File: config.mk
export PLATFORM = sky130hd
export DESIGN_NAME = l1_mem_req_sched
export DESIGN_NICKNAME = d
export VERILOG_FILES = /design/src/rtl/l1_mem_req_sched_pkg.sv /design/src/rtl/l1_mem_req_sched_rr_arb.sv /design/src/rtl/l1_mem_req_sched.sv
export SDC_FILE = /design/constraint.sdc
export NUM_CORES = 1
export LEC_CHECK = 0
export ABC_AREA = 1
export CAP_MARGIN = 20
export CORE_AREA = 3 3 135 137
export DETAILED_ROUTE_END_ITERATION = 6
export DIE_AREA = 0 0 138 140
export DONT_BUFFER_PORTS = 1
export GPL_TIMING_DRIVEN = 0
export MAX_ROUTING_LAYER = met4
export RECOVER_POWER = 50
export SYNTH_ARGS = -nofsm -noshare
export SYNTH_HDL_FRONTEND = slang
export SYNTH_HIERARCHICAL = 1
export SYNTH_SLANG_ARGS = --single-unit
File: constraint.sdc
create_clock -name clk -period 3 [get_ports clk]
set_clock_uncertainty 0.05 [all_clocks]
set_input_delay 0 -clock clk [delete_from_list [all_inputs] [get_ports clk]]
set_output_delay 0 -clock clk [all_outputs]
set_load 0.02 [all_outputs]
File: src/rtl/l1_mem_req_sched_pkg.sv
// Shared widths and the request payload type for the L1 memory request scheduler.
package l1_mem_req_sched_pkg;

  localparam int XLEN               = 32;
  localparam int DCACHE_BLOCKWORDS  = 2;
  localparam int BYTESOFWORD        = 4;
  localparam int A_SOURCE           = 3;
  localparam int NUM_CACHE_IN_SM    = 2;
  localparam int NUM_CACHE_DEPTH    = 1;
  localparam int D_SOURCE           = NUM_CACHE_DEPTH + A_SOURCE;
  localparam int L1_MAX_OUTSTANDING = 4;

  localparam int DATA_W = DCACHE_BLOCKWORDS * XLEN;
  localparam int MASK_W = DCACHE_BLOCKWORDS * BYTESOFWORD;

  // One TileLink-A request as held in the output slot (cache-local source only).
  typedef struct packed {
    logic [2:0]          opcode;
    logic [2:0]          param;
    logic [XLEN-1:0]     addr;
    logic [DATA_W-1:0]   data;
    logic [MASK_W-1:0]   mask;
    logic [A_SOURCE-1:0] source;
  } a_req_t;

endpackage

File: src/rtl/l1_mem_req_sched_rr_arb.sv
// Combinational round-robin arbiter: first set request at or after ptr_i, wrapping.
module rr_arb
  import l1_mem_req_sched_pkg::*;
#(
  parameter int N   = 2,
  parameter int IDW = 1
) (
  input  logic [N-1:0]   req_i,
  input  logic [IDW-1:0] ptr_i,
  output logic [N-1:0]   gnt_o,
  output logic [IDW-1:0] idx_o,
  output logic           any_o
);

  // Scan N positions starting at the pointer; the first requester found wins.
  always_comb begin
    gnt_o = '0;
    idx_o = '0;
    any_o = 1'b0;
    for (int k = 0; k < N; k++) begin
      int c;
      c = (int'(ptr_i) + k) % N;
      if (!any_o && req_i[c[IDW-1:0]]) begin
        any_o               = 1'b1;
        gnt_o[c[IDW-1:0]]   = 1'b1;
        idx_o               = c[IDW-1:0];
      end
    end
  end

endmodule

File: src/rtl/l1_mem_req_sched.sv
// Round-robin, credit-limited scheduler sharing one L2 request channel among L1 caches.
module l1_mem_req_sched
  import l1_mem_req_sched_pkg::*;
#(
  parameter int NUM_REQ         = NUM_CACHE_IN_SM,
  parameter int ID_W            = NUM_CACHE_DEPTH,
  parameter int MAX_OUTSTANDING = L1_MAX_OUTSTANDING,
  parameter int CNT_W           = $clog2(MAX_OUTSTANDING + 1)
) (
  input  logic                          clk,
  input  logic                          rst,
  input  logic [NUM_REQ-1:0]            mem_req_in_valid_i,
  output logic [NUM_REQ-1:0]            mem_req_in_ready_o,
  input  logic [NUM_REQ*3-1:0]          mem_req_in_a_opcode_i,
  input  logic [NUM_REQ*3-1:0]          mem_req_in_a_param_i,
  input  logic [NUM_REQ*XLEN-1:0]       mem_req_in_a_addr_i,
  input  logic [NUM_REQ*DATA_W-1:0]     mem_req_in_a_data_i,
  input  logic [NUM_REQ*MASK_W-1:0]     mem_req_in_a_mask_i,
  input  logic [NUM_REQ*A_SOURCE-1:0]   mem_req_in_a_source_i,
  output logic                          mem_req_out_valid_o,
  input  logic                          mem_req_out_ready_i,
  output logic [2:0]                    mem_req_out_a_opcode_o,
  output logic [2:0]                    mem_req_out_a_param_o,
  output logic [XLEN-1:0]               mem_req_out_a_addr_o,
  output logic [DATA_W-1:0]             mem_req_out_a_data_o,
  output logic [MASK_W-1:0]             mem_req_out_a_mask_o,
  output logic [ID_W+A_SOURCE-1:0]      mem_req_out_a_source_o,
  input  logic                          mem_rsp_fire_i,
  input  logic [ID_W-1:0]               mem_rsp_src_id_i,
  output logic                          credit_underflow_o
);

  logic [NUM_REQ-1:0] elig, gnt;
  logic [ID_W-1:0]    win;
  logic               any, ld, accept, rsp_bad;
  a_req_t             sel;

  logic               out_valid_q, out_valid_d;
  a_req_t             slot_q, slot_d;
  logic [ID_W-1:0]    id_q, id_d;
  logic [ID_W-1:0]    rr_ptr_q, rr_ptr_d;
  logic [CNT_W-1:0]   cnt_q [NUM_REQ];
  logic [CNT_W-1:0]   cnt_d [NUM_REQ];
  logic               uf_q, uf_d;

  // A cache may compete only while it holds a free credit.
  always_comb begin
    elig = '0;
    for (int i = 0; i < NUM_REQ; i++)
      elig[i] = mem_req_in_valid_i[i] && (cnt_q[i] < CNT_W'(MAX_OUTSTANDING));
  end

  rr_arb #(.N(NUM_REQ), .IDW(ID_W)) u_arb (
    .req_i (elig),
    .ptr_i (rr_ptr_q),
    .gnt_o (gnt),
    .idx_o (win),
    .any_o (any)
  );

  // Slot refills in the same cycle it drains.
  assign ld                 = !out_valid_q || mem_req_out_ready_i;
  assign accept             = ld && any;
  assign mem_req_in_ready_o = ld ? gnt : '0;
  assign rsp_bad            = 32'(mem_rsp_src_id_i) >= 32'(NUM_REQ);

  // Mux the winner's payload out of the flattened input buses.
  always_comb begin
    sel        = '0;
    sel.opcode = mem_req_in_a_opcode_i[3*win +: 3];
    sel.param  = mem_req_in_a_param_i[3*win +: 3];
    sel.addr   = mem_req_in_a_addr_i[XLEN*win +: XLEN];
    sel.data   = mem_req_in_a_data_i[DATA_W*win +: DATA_W];
    sel.mask   = mem_req_in_a_mask_i[MASK_W*win +: MASK_W];
    sel.source = mem_req_in_a_source_i[A_SOURCE*win +: A_SOURCE];
  end

  // Output slot and pointer next state.
  always_comb begin
    out_valid_d = out_valid_q;
    slot_d      = slot_q;
    id_d        = id_q;
    rr_ptr_d    = rr_ptr_q;
    if (accept) begin
      out_valid_d = 1'b1;
      slot_d      = sel;
      id_d        = win;
      rr_ptr_d    = (int'(win) == NUM_REQ - 1) ? '0 : win + ID_W'(1);
    end else if (ld) begin
      out_valid_d = 1'b0;
    end
  end

  // Credit reserved on accept, returned on response; a return with no credit out is an error.
  always_comb begin
    uf_d = uf_q || (mem_rsp_fire_i && rsp_bad);
    for (int i = 0; i < NUM_REQ; i++) begin
      logic inc, dec;
      cnt_d[i] = cnt_q[i];
      inc = accept && gnt[i];
      dec = mem_rsp_fire_i && (mem_rsp_src_id_i == ID_W'(i));
      if (inc && !dec) begin
        cnt_d[i] = cnt_q[i] + CNT_W'(1);
      end else if (dec && !inc) begin
        if (cnt_q[i] == '0) uf_d = 1'b1;
        else                cnt_d[i] = cnt_q[i] - CNT_W'(1);
      end
    end
  end

  // State registers.
  always_ff @(posedge clk or posedge rst) begin
    if (rst) begin
      out_valid_q <= 1'b0;
      slot_q      <= '0;
      id_q        <= '0;
      rr_ptr_q    <= '0;
      uf_q        <= 1'b0;
      for (int i = 0; i < NUM_REQ; i++) cnt_q[i] <= '0;
    end else begin
      out_valid_q <= out_valid_d;
      slot_q      <= slot_d;
      id_q        <= id_d;
      rr_ptr_q    <= rr_ptr_d;
      uf_q        <= uf_d;
      for (int i = 0; i < NUM_REQ; i++) cnt_q[i] <= cnt_d[i];
    end
  end

  assign mem_req_out_valid_o    = out_valid_q;
  assign mem_req_out_a_opcode_o = slot_q.opcode;
  assign mem_req_out_a_param_o  = slot_q.param;
  assign mem_req_out_a_addr_o   = slot_q.addr;
  assign mem_req_out_a_data_o   = slot_q.data;
  assign mem_req_out_a_mask_o   = slot_q.mask;
  assign mem_req_out_a_source_o = {id_q, slot_q.source};
  assign credit_underflow_o     = uf_q;

endmodule

==> flow_summary.yaml, run 1 <==
timing:
  rsz_0062_raised_after_global_routing: "no"
  finalHoldViolations: 0
  min_cycle_time_layout_ps: 2690
  timing_worst_slew_pin_value_ps: 1570
  setup_viol: 0
  timing_max_transition_violations_final: 66
  timing.setup.tns_ps: 0
  fmaxAchievable_ghz: 0.372
  final_critical_path_share_of_the_clock_period_pct: 89.7
  max-slew-margin-rel_pct: -5.15
  fin_ws_ps: 309
yosys:
  syn-num-nets: 1183
  synth.lib_cells_used.distinct: 20
  synth_top_family_by_area: "simple AND/OR/NAND/NOR gates"
  synth_area_um2: 6480
  yosys_most_used_dff: "dfrtp_1"
  synth_enable_flop_cells: 0
  synthXorXnorAreaFrac_pct: 0.270
  avgSynthCellArea_um2: 6.87
  async_flop_share_pct: 100
  netlist_instances: 944
  post_synthesis_sequential_element_count: 123
  yosys-mux-area-fraction_pct: 0
  seq_area_frac_synth_pct: 47.5
  compound_cell_area_share_of_the_yosys_netlist_pct: 0.232
  synth-adder-area-share_pct: 1.39
  ys_warn_count: 6
  simple_gate_portion_of_the_synthesized_area_pct: 43.0
power:
  total_leakage_power_nw: 5.34
  pwr-share-seq_pct: 40.0
  ir_drop_v: 0.000440
  clkPwrFrac_pct: 20.6
  switching_share_pct: 45.3
  power.density_cell_area_nw_per_um2: 1050
  power.net_switching_mw: 4.62
  combPwrFrac_pct: 39.4
  intPower_mw: 5.59
clocking:
  numCtsBuffers: 17
  cts_num_sinks: 123
  max-clock-path-buffers: 2
  tritoncts: "built"
  clk_transition_reported_paths_ps: 60
  cts-hold-fix-buffers: 232
  post_cts_buffers: 0
  cts.htree.levels: 4
  cts_root_buf: "clkbuf_16"
  cts-resized-gates: 0
  worstSkewPairLatency_ps: 410
status:
  status: "finished, violations left"
  violated_checks: "capacitance limit, slew limit"
drt:
  postRouteWirelength_mm: 24.1
  antenna_violating_nets_post_route: 0
  post-route-drc-count: 0
  detail_route.iter0.violations: 330
  detailroute.via_count: 6926
  drt-pass1-iter-count: 5
  avgViaCountPerCell: 4.83
  routed_wire_length_per_instance_um: 16.8
finish:
  finalNetCount: 1437
  area_growth_syn_to_layout_pct: 50.1
  antenna_diode_instance_count: 0
  postLayoutCoreUtil_pct: 56.7
  n_fill_cell: 1487
  layout-drive-gt1-share_pct: 6.79
floorplan:
  initial_core_util_pct: 37.7
  die_height_um: 140
  core_region_area_um2: 17200
  die_area_um2: 19300
  boundaryPins: 351
  core.rowCount: 48
  die_w_um: 138
worst_setup_path:
  path_max_fanout: 10
  reg2reg_depth: 19
  crit_end: "cnt_q[5]"
  rr_endpoint: "cnt_q[5]"
  cp_data_arrival_time_ps: 2940
  timing.critical_path.from: "cnt_q[5]"
  crit_path_start_kind: "flop"
  rr_startpoint: "cnt_q[5]"
  cp-end-kind: "flop"
  r2r_slack_ps: 310
  crit_required_ps: 3240
  setup.worst_path.class: "reg -> reg"
grt:
  grt_usage_pct: 24.9
  largest_net_degree_at_the_start_of_global_routing: 36
  number_of_global_route_vias_before_repair: 6956
  grt_first_pass_wirelength_mm: 36.9
  antenna_found_initial: 0
  grt_remaining_overflow: 0
placed_design:
  detailedPlacementHpwl_mm: 15.5
  dp_worst_setup_slack_ps: 299
  numPortBuffers: 0
  gpl.final_weighted_congestion: 0.894
job:
  drv.max_cap_violation_count: 2
hold_path:
  worstHoldStart: "mem_req_out_ready_i"
  worstHoldPathType: "in -> reg"
-- kinds of logic (layout without fill, tap and decap cells) --
| kind of cell | Yosys count | in the layout |
|---|---|---|
| xor gates and xnor gates | 2 | 2 |
| adders and majority gates | 6 | 6 |
| DFF | 123 | 123 |
| buffers and inverters | 79 | 343 |
| AOI/OAI and AO/OA | 3 | 3 |
| and+or+nand+nor | 731 | 731 |
-- power groups by stage --
| stage | sequential (mW) | combinational (mW) | clock (mW) |
|---|---|---|---|
| finish | 4.09 | 4.02 | 2.10 |
| global route | 4.17 | 4.53 | 2.22 |
| CTS | 4.09 | 3.99 | 2.14 |
| detailed placement | 4.10 | 3.27 | 0 |
| global placement | 4.10 | 3.18 | 0 |
| floorplan | 3.80 | 2.49 | 0 |
-- final cells by class --
cell class              instances  area (um^2)  share of cell area [%]
repair buffers                235         2370                    24.3
clock inverters                 7          115                    1.18
flip-flops and latches        123         3080                    31.6
inverters                      28          106                    1.09
plain buffers                  51          390                    4.01
well taps                     225          282                    2.89
multi-input cells             742         2910                    29.9
clock buffers                  22          484                    4.98
-- cells in the final DEF (no fill, tap or decap), drive strengths merged --
| master | count |
|---|---|
| dfrtp | 123 |
| fa | 2 |
| nand3b | 1 |
| buf | 51 |
| clkinvlp | 3 |
| xor2 | 2 |
| nand3 | 6 |
| bufinv | 3 |
| dlymetal6s4s | 1 |
| clkbuf | 23 |
| nand2 | 704 |
| ha | 4 |
| nand4 | 2 |
| nor2 | 18 |
| inv | 27 |
| clkinv | 2 |
| dlymetal6s2s | 1 |
| dlygate4sd3 | 232 |
| o21ai | 3 |
-- how the worst min path moves through the flow --
stage | to | cells after the start
global placement | mem_req_out_valid_o | 1
detailed placement | id_q | 1
global route | mem_req_out_a_data_o[62] | 6
floorplan | mem_req_out_valid_o | 1
CTS | mem_req_out_a_data_o[62] | 6
finish | mem_req_out_a_data_o[62] | 6
-- routing by layer --
metal	vias up	part of all wire [%]	GRT usage [%]
met5	-	0	-
met4	0	4.6	12.2
met3	73	8.2	7.72
met2	357	50	42.9
met1	3191	37	26.0
li1	3305	-	-
-- through the flow --
step	power, mW	std cells	hold WS (ps)	area, um^2
detailed placement	7.37	1172	-34.4	6830
global route	10.9	1433	93.7	9730
CTS	10.2	1433	52.6	9750
finish	10.2	1433	67.2	9730
global placement	7.28	1169	62.3	6770
floorplan	6.29	944	59.3	6490
-- critical path, stage by stage (launching register included) --
cell and delay (ps):
dfrtp_1 400, nor2_1 130, inv_1 80, nor2_2 130
nor2_1 50, nand2_1 50, inv_1 90, nor2_8 200
inv_2 60, buf_6 140, nor2_1 140, ha_1 220
inv_1 90, fa_1 390, inv_1 70, nand2_1 50
nand2_1 70, nand3_1 70, nand2_1 60, nand2_1 40
-- Yosys cell counts, types with 2 or more instances --
cell type	instances	share of area [%]
inv_1	26	1.5
ha_1	4	0.77
nor2_1	15	0.87
nand2_1	704	41
fa_1	2	0.62
buf_2	18	1.4
nand3_1	6	0.46
inv_2	2	0.12
buf_1	3	0.17
xor2_1	2	0.27
buf_6	18	3.1
dfrtp_1	123	47
o21ai_0	3	0.23
buf_4	11	1.3
nand4_1	2	0.19
-- flip-flops by register name (all words and copies together) (netlist names) --
name                    count
mem_req_out_a_addr_o       32
mem_req_out_valid_o         1
id_q                        1
mem_req_out_a_source_o      3
mem_req_out_a_data_o       64
mem_req_out_a_opcode_o      3
rr_ptr_q                    1
credit_underflow_o          1
mem_req_out_a_param_o       3
cnt_q                       6
mem_req_out_a_mask_o        8
No activity file was read; power rests on OpenSTA's default activity.
==> run 2, diff against run 1 <==
Settings changed: ABC_AREA 1 to unset, CORE_AREA 3 3 135 137 to 3 3 137 139, DIE_AREA 0 0 138 140 to 0 0 140 142.
==> run 2 against run 1 <==
The flow now stops in 4_1_cts. Synthesized cell count decreased by 39%. Area after synthesis shrank 1.9%.
==> flow_summary.yaml, run 2 <==
status:
  status: "stopped before the end"
  flow.stopped_at: "4_1_cts"
  stop_error: "[ERROR RSZ-0060] Max buffer count reached."
placed_design:
  numPortBuffers: 0
  dpl-instance-area_um2: 6710
  detailedPlacementHpwl_mm: 15.6
  gpl.final_weighted_congestion: 0.917
clocking:
  cts-hold-fix-buffers: 170
  cts.htree.levels: 4
  numCtsBuffers: 17
  post_cts_buffers: 0
  cts-resized-gates: 0
  cts_root_buf: "clkbuf_16"
  max-clock-path-buffers: 2
  cts_num_sinks: 123
yosys:
  simple_gate_portion_of_the_synthesized_area_pct: 2.58
  yosys_most_used_dff: "dfrtp_1"
  syn-num-nets: 816
  synth-adder-area-share_pct: 1.42
  synth_common_cells: "a21oi_1 (178), dfrtp_1 (123), mux2i_1 (114), a21oi_2 (40), clkbuf_1 (20)"
  avgSynthCellArea_um2: 11.0
  synth.largest_area_cell: "dfrtp_1"
  async_flop_share_pct: 100
  synth.top_cells.by_area: "dfrtp_1 (48%), mux2i_1 (18%), a21oi_1 (14%)"
  compound_cell_area_share_of_the_yosys_netlist_pct: 23.4
  seq_area_frac_synth_pct: 48.4
  yosys.area.top_type_share_pct: 48.4
  post_synthesis_sequential_element_count: 123
  synthXorXnorAreaFrac_pct: 0.275
  synth_most_common_cell: "a21oi_1"
  ys_warn_count: 6
  synth_area_um2: 6360
  synth_top_family_by_area: "compound AO/OA/AOI/OAI gates"
  synth_enable_flop_cells: 0
  yosys-mux-area-fraction_pct: 18.1
  synth.lib_cells_used.distinct: 33
  netlist_instances: 577
floorplan:
  die_height_um: 142
  die_w_um: 140
  initial_core_util_pct: 35.8
  core.rowCount: 49
  boundaryPins: 351
## run 2: cell types whose count changed after synthesis, moves of 4 or more
cell / delta
a21oi_2: +40
buf_6: -9
a21oi_4: +10
mux2i_1: +114
inv_1: -16
nand3_1: -6
clkbuf_1: +19
nor3_1: +6
nand2_1: -702
and2_1: +4
a21oi_1: +178
nor2_1: -11
buf_2: -5
## run 2: cells by family after synthesis
family / after synthesis
xor+xnor: 2
mux: 115
flops: 123
fa+ha+maj: 6
buf+inv: 63
compound gates: 240
simple gates: 28
## run 2: per-stage QoR
stage	setup WS [ps]	instances
2_1_floorplan	668	577
3_3_place_gp	353	806
3_5_place_dp	177	809
==> run 3, diff against run 2 <==
Settings changed: CORE_AREA 3 3 137 139 to 3 3 134 136, DIE_AREA 0 0 140 142 to 0 0 137 139, MAX_ROUTING_LAYER met4 to unset, PLACE_DENSITY_LB_ADDON set to 0.15.
Clock period 3 ns to 3.9 ns, I/O delays scaled along.
==> run 3 against run 2 <==
The run again fails in 4_1_cts. Synthesized cell count did not move. Area after synthesis did not move.
==> flow_summary.yaml, run 3 <==
yosys:
  synth_area_um2: 6360
  async_flop_share_pct: 100
  synth_enable_flop_cells: 0
  yosys.area.top_type_share_pct: 48.4
  seq_area_frac_synth_pct: 48.4
  avgSynthCellArea_um2: 11.0
  netlist_instances: 577
  synth.lib_cells_used.distinct: 33
  synth.top_cells.by_area: "dfrtp_1 (48%), mux2i_1 (18%), a21oi_1 (14%)"
  synth_common_cells: "a21oi_1 (178), dfrtp_1 (123), mux2i_1 (114), a21oi_2 (40), clkbuf_1 (20)"
  ys_warn_count: 6
  yosys_most_used_dff: "dfrtp_1"
  post_synthesis_sequential_element_count: 123
  syn-num-nets: 816
  synth.largest_area_cell: "dfrtp_1"
  synth_most_common_cell: "a21oi_1"
clocking:
  numCtsBuffers: 17
  max-clock-path-buffers: 2
  cts_num_sinks: 123
  cts-hold-fix-buffers: 167
  cts-resized-gates: 0
  post_cts_buffers: 0
  cts.htree.levels: 4
  cts_root_buf: "clkbuf_16"
placed_design:
  gpl.final_weighted_congestion: 0.746
  numPortBuffers: 0
  detailedPlacementHpwl_mm: 14.3
  dp_worst_setup_slack_ps: 1180
  numPlacedInstances: 803
floorplan:
  core.rowCount: 48
  boundaryPins: 351
  initial_core_util_pct: 37.3
  die_w_um: 137
  die_height_um: 139
status:
  flow.stopped_at: "4_1_cts"
  stop_error: "[ERROR RSZ-0060] Max buffer count reached."
  status: "stopped before the end"
run 3: cell counts after synthesis:
No cell type changed its count.
run 3: per-stage QoR:
stage               hold WS, ps  area, um^2
floorplan                   157        6360
global placement            163        6640
detailed placement        -99.4        6680
run 3: logic make-up after synthesis:
kind of cell               after synthesis  synth area share (%)
xor gates and xnor gates                 2                 0.275
and+or+nand+nor                         28                  2.58
buffers and inverters                   63                  5.80
AOI/OAI and AO/OA                      240                  23.4
muxes                                  115                  18.1
adders and majority gates                6                  1.42
DFF                                    123                  48.4
